## src/rtl/core_dispatch_queue_pkg.sv

```systemverilog
// Shared types and helpers for the decode-to-dispatch queue.
package core_dispatch_queue_pkg;

    localparam int dispatch_queue_depth = 8;

    typedef logic [3:0]  reg_num;
    typedef logic [15:0] hword;

    typedef struct packed {
        logic execute;
        logic uses_ra;
        logic uses_rb;
        logic writes_rd;
    } insn_ctrl;

    typedef struct packed {
        reg_num     ra;
        reg_num     rb;
        reg_num     rd;
        logic [15:0] imm;
    } insn_data;

    typedef struct packed {
        insn_ctrl ctrl;
        insn_data data;
    } insn_decode;

    // One-hot register mask; zero when the operand is unused.
    function automatic hword reg_onehot(reg_num r, logic use_flag);
        hword m;
        m = '0;
        if (use_flag) m[r] = 1'b1;
        return m;
    endfunction

endpackage

```

## src/rtl/core_dispatch_queue_mask.sv

```systemverilog
// Turns one queued instruction into its source-register one-hot masks.
module core_dispatch_queue_mask
    import core_dispatch_queue_pkg::*;
(
    input  insn_decode i_insn,
    output hword       o_mask_ra,
    output hword       o_mask_rb
);

    assign o_mask_ra = reg_onehot(i_insn.data.ra, i_insn.ctrl.uses_ra);
    assign o_mask_rb = reg_onehot(i_insn.data.rb, i_insn.ctrl.uses_rb);

endmodule

```

## src/rtl/core_dispatch_queue.sv

```systemverilog
// Two-in / two-out circular FIFO between decode and the dispatch hazard check.
// Validity of each slot comes only from the occupancy count; storage is never cleared.
module core_dispatch_queue
    import core_dispatch_queue_pkg::*;
#(
    parameter int DEPTH = dispatch_queue_depth
) (
    input  logic                     i_clk,
    input  logic                     i_rst,
    input  logic                     i_flush,
    input  logic                     i_in_valid_a,
    input  logic                     i_in_valid_b,
    input  insn_decode               i_in_a,
    input  insn_decode               i_in_b,
    output logic                     o_in_ready,
    input  logic                     i_dispatch_a,
    input  logic                     i_dispatch_b,
    output insn_decode               o_cur_a,
    output insn_decode               o_cur_b,
    output hword                     o_mask_a_ra,
    output hword                     o_mask_a_rb,
    output hword                     o_mask_b_ra,
    output hword                     o_mask_b_rb,
    output logic [$clog2(DEPTH):0]   o_count
);

    localparam int PW = $clog2(DEPTH);
    localparam int CW = PW + 1;

    insn_decode      r_mem [DEPTH];
    logic [PW-1:0]   r_head;
    logic [PW-1:0]   r_tail;
    logic [CW-1:0]   r_count;

    logic            w_push;
    logic [1:0]      w_n_push;
    logic [1:0]      w_n_pop;
    logic [PW-1:0]   w_head_p1;
    logic [PW-1:0]   w_tail_p1;

    // Ready depends on registered occupancy only, so same-cycle pops never open the gate.
    assign o_in_ready = (r_count <= CW'(DEPTH - 2));
    assign w_push     = o_in_ready && i_in_valid_a;
    assign w_n_push   = w_push ? (i_in_valid_b ? 2'd2 : 2'd1) : 2'd0;
    // dispatch_b alone pops nothing.
    assign w_n_pop    = {i_dispatch_a & i_dispatch_b, i_dispatch_a & ~i_dispatch_b};
    assign w_head_p1  = r_head + PW'(1);
    assign w_tail_p1  = r_tail + PW'(1);

    // Pointer and occupancy update; reset beats flush, flush beats push/pop.
    always_ff @(posedge i_clk) begin
        if (i_rst || i_flush) begin
            r_head  <= '0;
            r_tail  <= '0;
            r_count <= '0;
        end else begin
            r_head  <= r_head + PW'(w_n_pop);
            r_tail  <= r_tail + PW'(w_n_push);
            r_count <= r_count + CW'(w_n_push) - CW'(w_n_pop);
        end
    end

    // Entry storage, written in program order at tail and tail+1.
    always_ff @(posedge i_clk) begin
        if (!i_rst && !i_flush && w_push) begin
            r_mem[r_tail] <= i_in_a;
            if (i_in_valid_b) r_mem[w_tail_p1] <= i_in_b;
        end
    end

    // Absent slots read as zero so downstream sees execute=0 (a bubble).
    always_comb begin
        o_cur_a = '0;
        o_cur_b = '0;
        if (r_count >= CW'(1)) o_cur_a = r_mem[r_head];
        if (r_count >= CW'(2)) o_cur_b = r_mem[w_head_p1];
    end

    assign o_count = r_count;

    core_dispatch_queue_mask u_mask_a (
        .i_insn    (o_cur_a),
        .o_mask_ra (o_mask_a_ra),
        .o_mask_rb (o_mask_a_rb)
    );

    core_dispatch_queue_mask u_mask_b (
        .i_insn    (o_cur_b),
        .o_mask_ra (o_mask_b_ra),
        .o_mask_rb (o_mask_b_rb)
    );

    // Hazard logic must never dispatch the second slot without the first.
    a_disp_b_needs_a: assert property (@(posedge i_clk) disable iff (i_rst || i_flush)
        !(i_dispatch_b && !i_dispatch_a));

    // Bubbles carry execute=0, so a pop can never exceed occupancy.
    a_pop_le_count: assert property (@(posedge i_clk) disable iff (i_rst || i_flush)
        (CW'(w_n_pop) <= r_count));

endmodule

```

## config.mk

```make
export PLATFORM = sky130hd
export DESIGN_NAME = core_dispatch_queue
export DESIGN_NICKNAME = d
export VERILOG_FILES = /design/src/rtl/core_dispatch_queue_pkg.sv /design/src/rtl/core_dispatch_queue_mask.sv /design/src/rtl/core_dispatch_queue.sv
export SDC_FILE = /design/constraint.sdc
export NUM_CORES = 1
export LEC_CHECK = 0
export CORE_MARGIN = 2
export CORE_UTILIZATION = 51
export CTS_CLUSTER_SIZE = 14
export DETAILED_ROUTE_END_ITERATION = 7
export PLACE_DENSITY = 0.89
export SETUP_SLACK_MARGIN = 0.15
export SYNTH_ARGS = -nofsm -noshare
export SYNTH_HDL_FRONTEND = slang
export SYNTH_HIERARCHICAL = 1
export SYNTH_SLANG_ARGS = --single-unit
```

## constraint.sdc

```tcl
create_clock -name i_clk -period 3.45 [get_ports i_clk]
set_input_delay 0.69 -clock i_clk [delete_from_list [all_inputs] [get_ports i_clk]]
set_output_delay 0.69 -clock i_clk [all_outputs]
set_load 0.02 [all_outputs]
```

==> results of run 1 <==
[cells in the mapped netlist (2+ instances only)]
library cell / count / share of area
xor2_1: 3 / 0.0016
clkbuf_1: 24 / 0.0055
mux2_4: 2 / 0.0018
nor3_2: 4 / 0.0025
mux2i_1: 33 / 0.020
xnor2_1: 3 / 0.0016
nand3b_1: 14 / 0.0065
fa_1: 4 / 0.0049
nand3_2: 4 / 0.0025
buf_1: 3 / 0.00069
a21oi_1: 38 / 0.012
nor2b_1: 3 / 0.0012
buf_4: 2 / 0.00092
nand2_1: 74 / 0.017
nor3b_1: 2 / 0.00092
inv_1: 13 / 0.0030
or3b_4: 4 / 0.0028
nand3_1: 6 / 0.0018
mux2_1: 12 / 0.0083
mux4_2: 128 / 0.18
buf_2: 26 / 0.0080
o21ai_0: 2 / 0.00061
nand4b_1: 2 / 0.0011
ha_1: 11 / 0.0084
nand2b_1: 9 / 0.0035
nor3_4: 4 / 0.0040
nor3_1: 14 / 0.0043
dfxtp_1: 10 / 0.012
nor2_1: 91 / 0.021
a31oi_1: 2 / 0.00077
edfxtp_1: 256 / 0.47
nor2_2: 2 / 0.00077
buf_6: 20 / 0.014
mux2_2: 243 / 0.17
and2_1: 6 / 0.0023
[what timing repair did]
item,4_1_cts,5_1_grt
gates resized for setup,364,167
gates cloned,2,6
pin swaps,12,43
setup endpoints to repair,124,97
buffers inserted,21,31
[registers in the layout, indices dropped and copies added (netlist names)]
name / count
r_mem: 256
o_count: 4
r_head: 3
r_tail: 3
[worst paths after layout]
check / cells after the start / start / slack [ps] / to
max: 8 / r_head[1]$_SDFF_PP0_ / -30 / o_mask_a_ra[3]
min: 3 / o_count[0]$_SDFF_PP0_ / 760 / o_count[0]$_SDFF_PP0_
max reg2reg: 12 / o_count[3]$_SDFF_PP0_ / 600 / o_count[3]$_SDFF_PP0_
min reg2reg: 3 / o_count[0]$_SDFF_PP0_ / 760 / o_count[0]$_SDFF_PP0_
[critical path, cell delays in order (launching register included)]
cell     delay (ps)
dfxtp_4         420
buf_12          140
buf_8           120
mux4_2          500
mux2i_1         190
nor2_1          130
or3b_4          440
nor2_1          110
buf_2           180
[metal layers]
metal	part of all wire	wire length, um	vias to the layer above
met5	0.00025	13	-
met4	0.049	2590	2
met3	0.12	6210	218
met2	0.50	26200	1040
met1	0.33	17600	5981
li1	-	-	4880
[layout by cell type, fill, tap and decap left out, drive strengths merged, types with 6 or more instances in the layout]
cell type      count
nand2b             9
buf              194
nor2              93
clkinv             8
nand2             74
nand3b            14
clkbuf            42
mux4             128
mux2             257
mux2i             34
a21oi             38
dlygate4sd2       32
edfxtp           256
clkdlybuf4s15      6
dlymetal6s2s      13
and2               9
inv               14
nand3             10
clkdlybuf4s50     88
nor3              22
ha                11
dfxtp             10
[report_power, final]
group,internal [mW],switching [mW]
Combinational,1.11,1.45
Clock,1.68,1.30
Sequential,3.59,0.0384
Total,6.38,2.78
[per-stage QoR]
step	TNS (ps)	cells
after global routing	-1300	1801
after floorplan	-12790	1085
after CTS	-231	1764
after global placement	0	1693
after detailed placement	0	1693
final	-50.3	1803
[logic make-up after synthesis]
kind of cell,Yosys count
buf+inv,89
xor+xnor,8
fa+ha+maj,15
simple gates,244
compound gates,44
flops,266
mux,419
[final cells by class]
cell class,instances,share of cell area
multi-input combinational,732,0.401
sequential,266,0.372
timing repair buffer,340,0.160
clock buffer,36,0.0354
tap,402,0.0237
clock inverter,12,0.00560
inverter,13,0.00230
antenna,2,0.000236
==> results.cfg, run 1 <==
[logic_synthesis]
ys_async_sr_fraction = 0
synthMuxAreaShare = 0.377
yosys_register_bits = 266
synth_fa_ha_area_frac = 0.0134
yosysWarnings = 6
netlist_area_mm2 = 0.0163
synth-simple-area-share = 0.0743
syn_nets = 1171
synth-edff-count = 256
synth_top_family_by_area = multiplexers
synth_compound_area_frac = 0.0141
synth_xor_area_frac = 0.00522
ys_dominant_reg_cell = edfxtp_1
yosysSeqAreaShare = 0.484
synthCells = 1085
syn_avg_cell_area_um2 = 15.0
synth.distinct_cells = 46

[floorplan]
die_area_mm2 = 0.0334
ioPinCount = 204
die_width_um = 183
coreArea_mm2 = 0.0315
start_util = 0.518
die_h_um = 183
rows = 65

[drt]
drt-initial-drc-count = 1468
antenna_left = 0
vias = 12100
viasPerCell = 6.72
dr.pass1.iters = 5
routedWlPerCell_um = 29.2
drt_wl_total_mm = 52.6
drc = 0

[grt]
grt_antenna_before_repair = 3
grt_pass1_wl_mm = 70.8
grt.overflow.total = 0
grt_pass1_vias = 11800
use_met2 = 0.488
busiest_layer = met2
grt.met1_usage = 0.351
grtUsageTotal = 0.281
use_met3 = 0.0540
grt_max_degree = 62

[timing]
setup_viol = 4
finalClockSkew_ps = 19.4
fin_ws_ps = -30.7
period_needed_ps = 3480
finalMaxSlewViolations = 0
tightest_slew_ps = 638
timing.hold.ws_ps = 757
finalHoldViolations = 0
slew_headroom = 0.574
fmax_ghz = 0.287
period_share = 1.01
rsz0062_at_grt = yes

[outcome]
status = finished, violations left
violations = negative setup slack

[power_and_ir_drop]
p_per_area_mw_per_mm2 = 432
power.leakage_nw = 7.41
peakVddDrop_mv = 0.484
fin_total_pwr_mw = 9.17

[placed_design]
port_buffers = 203
place_area_mm2 = 0.0193
place_hpwl_mm = 29.0
gp_congestion = 0.826
dp_slack_ps = 121

[clock_network]
cts_buffers = 29
hold_buffers = 0
h-tree-depth = 1
path_clk_slew_ps = 60
cts_tree = done
cts-root-buf = clkbuf_16
cts_max_path_buffers = 3
clock-sinks = 266
clock_latency_ps = 570

[layout]
area_growth_pct = 30.4
layout.nets = 1468
seq_area_mm2 = 0.00790
nFillCells = 1972
drive_above_1_share = 0.524
final_area_mm2 = 0.0212
final_util = 0.675
multi_input_area_mm2 = 0.00853

[worst_hold_path]
hold_class = reg -> reg

[critical_path]
required_ps = 2760
worstSetupStartpointType = flop
crit_arrival_ps = 2790
critPathMaxFanout = 5
crit_path_end_kind = output pin
critPathKind = reg -> out

[flow_run]
cap_violations = 0
No activity file was read; power rests on OpenSTA's default activity.
==> inputs of run 2 (changes only) <==
- MAX_ROUTING_LAYER: default -> met4
- SYNTH_HIERARCHICAL: 1 -> default
==> run 2 against run 1 <==
Compared with the run above:
- the run still ends with negative setup slack left
- sequential share of layout area down 1.2 points
- wire length up 5.8%
- power down 0.60%
- maximum frequency down 7.1%
- sequential cell count unchanged
- count of clock-buffer cells in the layout down 2
- area after synthesis up 1.4%
- largest cell class unchanged
==> results.cfg, run 2 <==
[logic_synthesis]
ys_top_cells_by_count = 260 x mux2_2, 256 x edfxtp_1, 126 x mux4_2
syn_avg_cell_area_um2 = 14.3
yosys_register_bits = 266
synth.distinct_cells = 49
syn_nets = 1244
yosysWarnings = 0
ys_async_sr_fraction = 0
synth.most_common_cell = mux2_2
synthCells = 1158
synth-edff-count = 256
yosysSeqAreaShare = 0.478
yosys.area.top_type = edfxtp_1
ys_dominant_reg_cell = edfxtp_1
netlist_area_mm2 = 0.0165
synthTopCellsByArea = edfxtp_1 47%, mux2_2 18%, mux4_2 17%
netlist.area_leader.share = 0.465

[timing]
setup_viol = 58
period_needed_ps = 3750
finalMaxSlewViolations = 0
rsz0062_at_grt = yes
fmax_ghz = 0.267
slew_headroom = 0.371
finalHoldViolations = 0
fin_setup_tns_ps = -10320
finalClockSkew_ps = 9.88
timing.hold.ws_ps = 649
fin_ws_ps = -298
period_share = 1.09
tightest_slew_ps = 937

[layout]
final_area_mm2 = 0.0220
largest_reg_flops = 256
seq_area_mm2 = 0.00790
final_cell_mix = 257 x mux2_2, 256 x edfxtp_1, 127 x mux4_2
final-instance-count-excl-fill = 1884
layout.nets = 1544
multi_input_area_mm2 = 0.00882
registers.top_by_ff_count = r_mem
drive_above_1_share = 0.530
final_common_cell = mux2_2
area_growth_pct = 32.9
nFillCells = 1947

[grt]
grt_antenna_before_repair = 3
grt_max_degree = 27
grtUsageTotal = 0.331
grt_pass1_wl_mm = 80.6
grt.overflow.total = 0
grt_pass1_vias = 13400

[critical_path]
startpoint = r_head[0]$_SDFF_PP0_
critPathKind = reg -> out
max_stage_delay_ps = 540
slowest_stage = mux4_2
r2r_end = r_mem[6][19]$_DFFE_PP_
r2r-start = o_count[3]$_SDFF_PP0_
endpoint = o_mask_b_ra[2]
critical_path.top_delay_family = multiplexers
crit_path_end_kind = output pin
required_ps = 2760
cp.buffers_inverters = 3
crit_arrival_ps = 3060
worstSetupStartpointType = flop
reg2reg_slack_ps = 620
timing.critical_path.mode_cell = buf_6
reg2reg_depth = 9
crit_cells = 8
crit_chain = ha_4 > buf_6 > mux4_2 > nand3b_1 > a221oi_2 > buf_4 > and2_4 > buf_6
critPathMaxFanout = 8

[drt]
routedWlPerCell_um = 29.5
drt_wl_total_mm = 55.6
drc = 0
vias = 12800
wl_met1_mm = 18.2
drt-initial-drc-count = 1405
antenna_left = 0
wl_met2_mm = 28.4
dr.pass1.iters = 5
viasPerCell = 6.79
wl_met3_mm = 5.71
top_layer_used = met4

[outcome]
status = finished, violations left
violations = negative setup slack

[floorplan]
die_area_mm2 = 0.0338
start_util = 0.521
coreArea_mm2 = 0.0317
die_h_um = 184
ioPinCount = 204
rows = 65
die_width_um = 184

[clock_network]
path_clk_slew_ps = 70
h-tree-depth = 1
cts_buffers = 28
clock_latency_ps = 550
cts-root-buf = clkbuf_16
cts_max_path_buffers = 3
clock-sinks = 266
cts_tree = done

[power_and_ir_drop]
power.leakage_nw = 7.62
fin_total_pwr_mw = 9.11
peakVddDrop_mv = 0.432
p_per_area_mw_per_mm2 = 415

[placed_design]
gp_congestion = 0.918
port_buffers = 203
place_hpwl_mm = 32.2
place_area_mm2 = 0.0197
dp_cells = 1771

[flow_run]
cap_violations = 0

[worst_hold_path]
hold_class = reg -> reg
holdPathStages = 2
## run 2: cell count changes after synthesis, moves of 17 or more
cell / previous run / this run
a21oi_1: 38 / 59
mux2_2: 243 / 260
mux2i_1: 33 / 5
buf_2: 26 / 47
and2_1: 6 / 28
nor2_1: 91 / 36
nand2_1: 74 / 121
buf_6: 20 / 2
## run 2: routing by layer
metal  vias to the layer above  global-route usage
met5                         -                   -
met2                      1061               0.577
met3                       253              0.0588
met1                      6289               0.361
li1                       5185                   -
met4                         0               0.177
## run 2: worst min-delay path: stages, from the launching register on
cell and delay [ps]:
dfxtp_1 400, xor2_1 160, nor2_1 50
## run 2: what timing repair did
action / 4_1_cts / 5_1_grt
setup endpoints to repair: 128 / 113
gates cloned: 10 / 1
hold buffers: 0 / 0
pin swaps: 28 / 20
setup buffers: 32 / 16
resized for setup: 473 / 134
## run 2: cell families (layout without fill, tap and decap cells)
group	count (synthesis)	in the layout	share of synthesized area
buf+inv	102	421	0.0295
flops	266	266	0.478
simple gates	275	276	0.0823
mux	393	393	0.355
other cells	0	4	0
xor+xnor	8	8	0.00424
fa+ha+maj	15	15	0.0132
compound gates	99	99	0.0379
## run 2: worst min path at each step
stage                      endpoint  slack, ps                 start
3_3_place_gp   r_tail[2]$_SDFF_PP0_        620  r_tail[2]$_SDFF_PP0_
2_1_floorplan  r_head[0]$_SDFF_PP0_        580  r_head[0]$_SDFF_PP0_
5_1_grt        r_tail[2]$_SDFF_PP0_        660  r_tail[2]$_SDFF_PP0_
6_report       r_tail[2]$_SDFF_PP0_        650  r_tail[2]$_SDFF_PP0_
4_1_cts        r_tail[2]$_SDFF_PP0_        640  r_tail[2]$_SDFF_PP0_
3_5_place_dp   r_tail[2]$_SDFF_PP0_        630  r_tail[2]$_SDFF_PP0_
## run 2: per-stage QoR
stage,utilization,setup slack (ps)
final,0.692,-298
after global routing,0.692,-422
after CTS,0.677,-200
after detailed placement,0.620,-119
after global placement,0.620,-85.9
after floorplan,-,-104
## run 2: layout make-up
| type | instances | share of cell area |
|---|---|---|
| Antenna cell | 4 | 0.000456 |
| Timing Repair Buffer | 356 | 0.172 |
| Tap cell | 402 | 0.0229 |
| Clock inverter | 16 | 0.00712 |
| Multi-Input combinational cell | 791 | 0.402 |
| Sequential cell | 266 | 0.360 |
| Clock buffer | 34 | 0.0339 |
| Inverter | 15 | 0.00273 |
## run 2: power breakdown
group          switching (mW)  internal [mW]  leakage (nW)
Clock                    1.28           1.75         0.442
Sequential             0.0347           3.59          2.39
Combinational            1.39           1.07          4.78
Total                    2.70           6.41          7.62
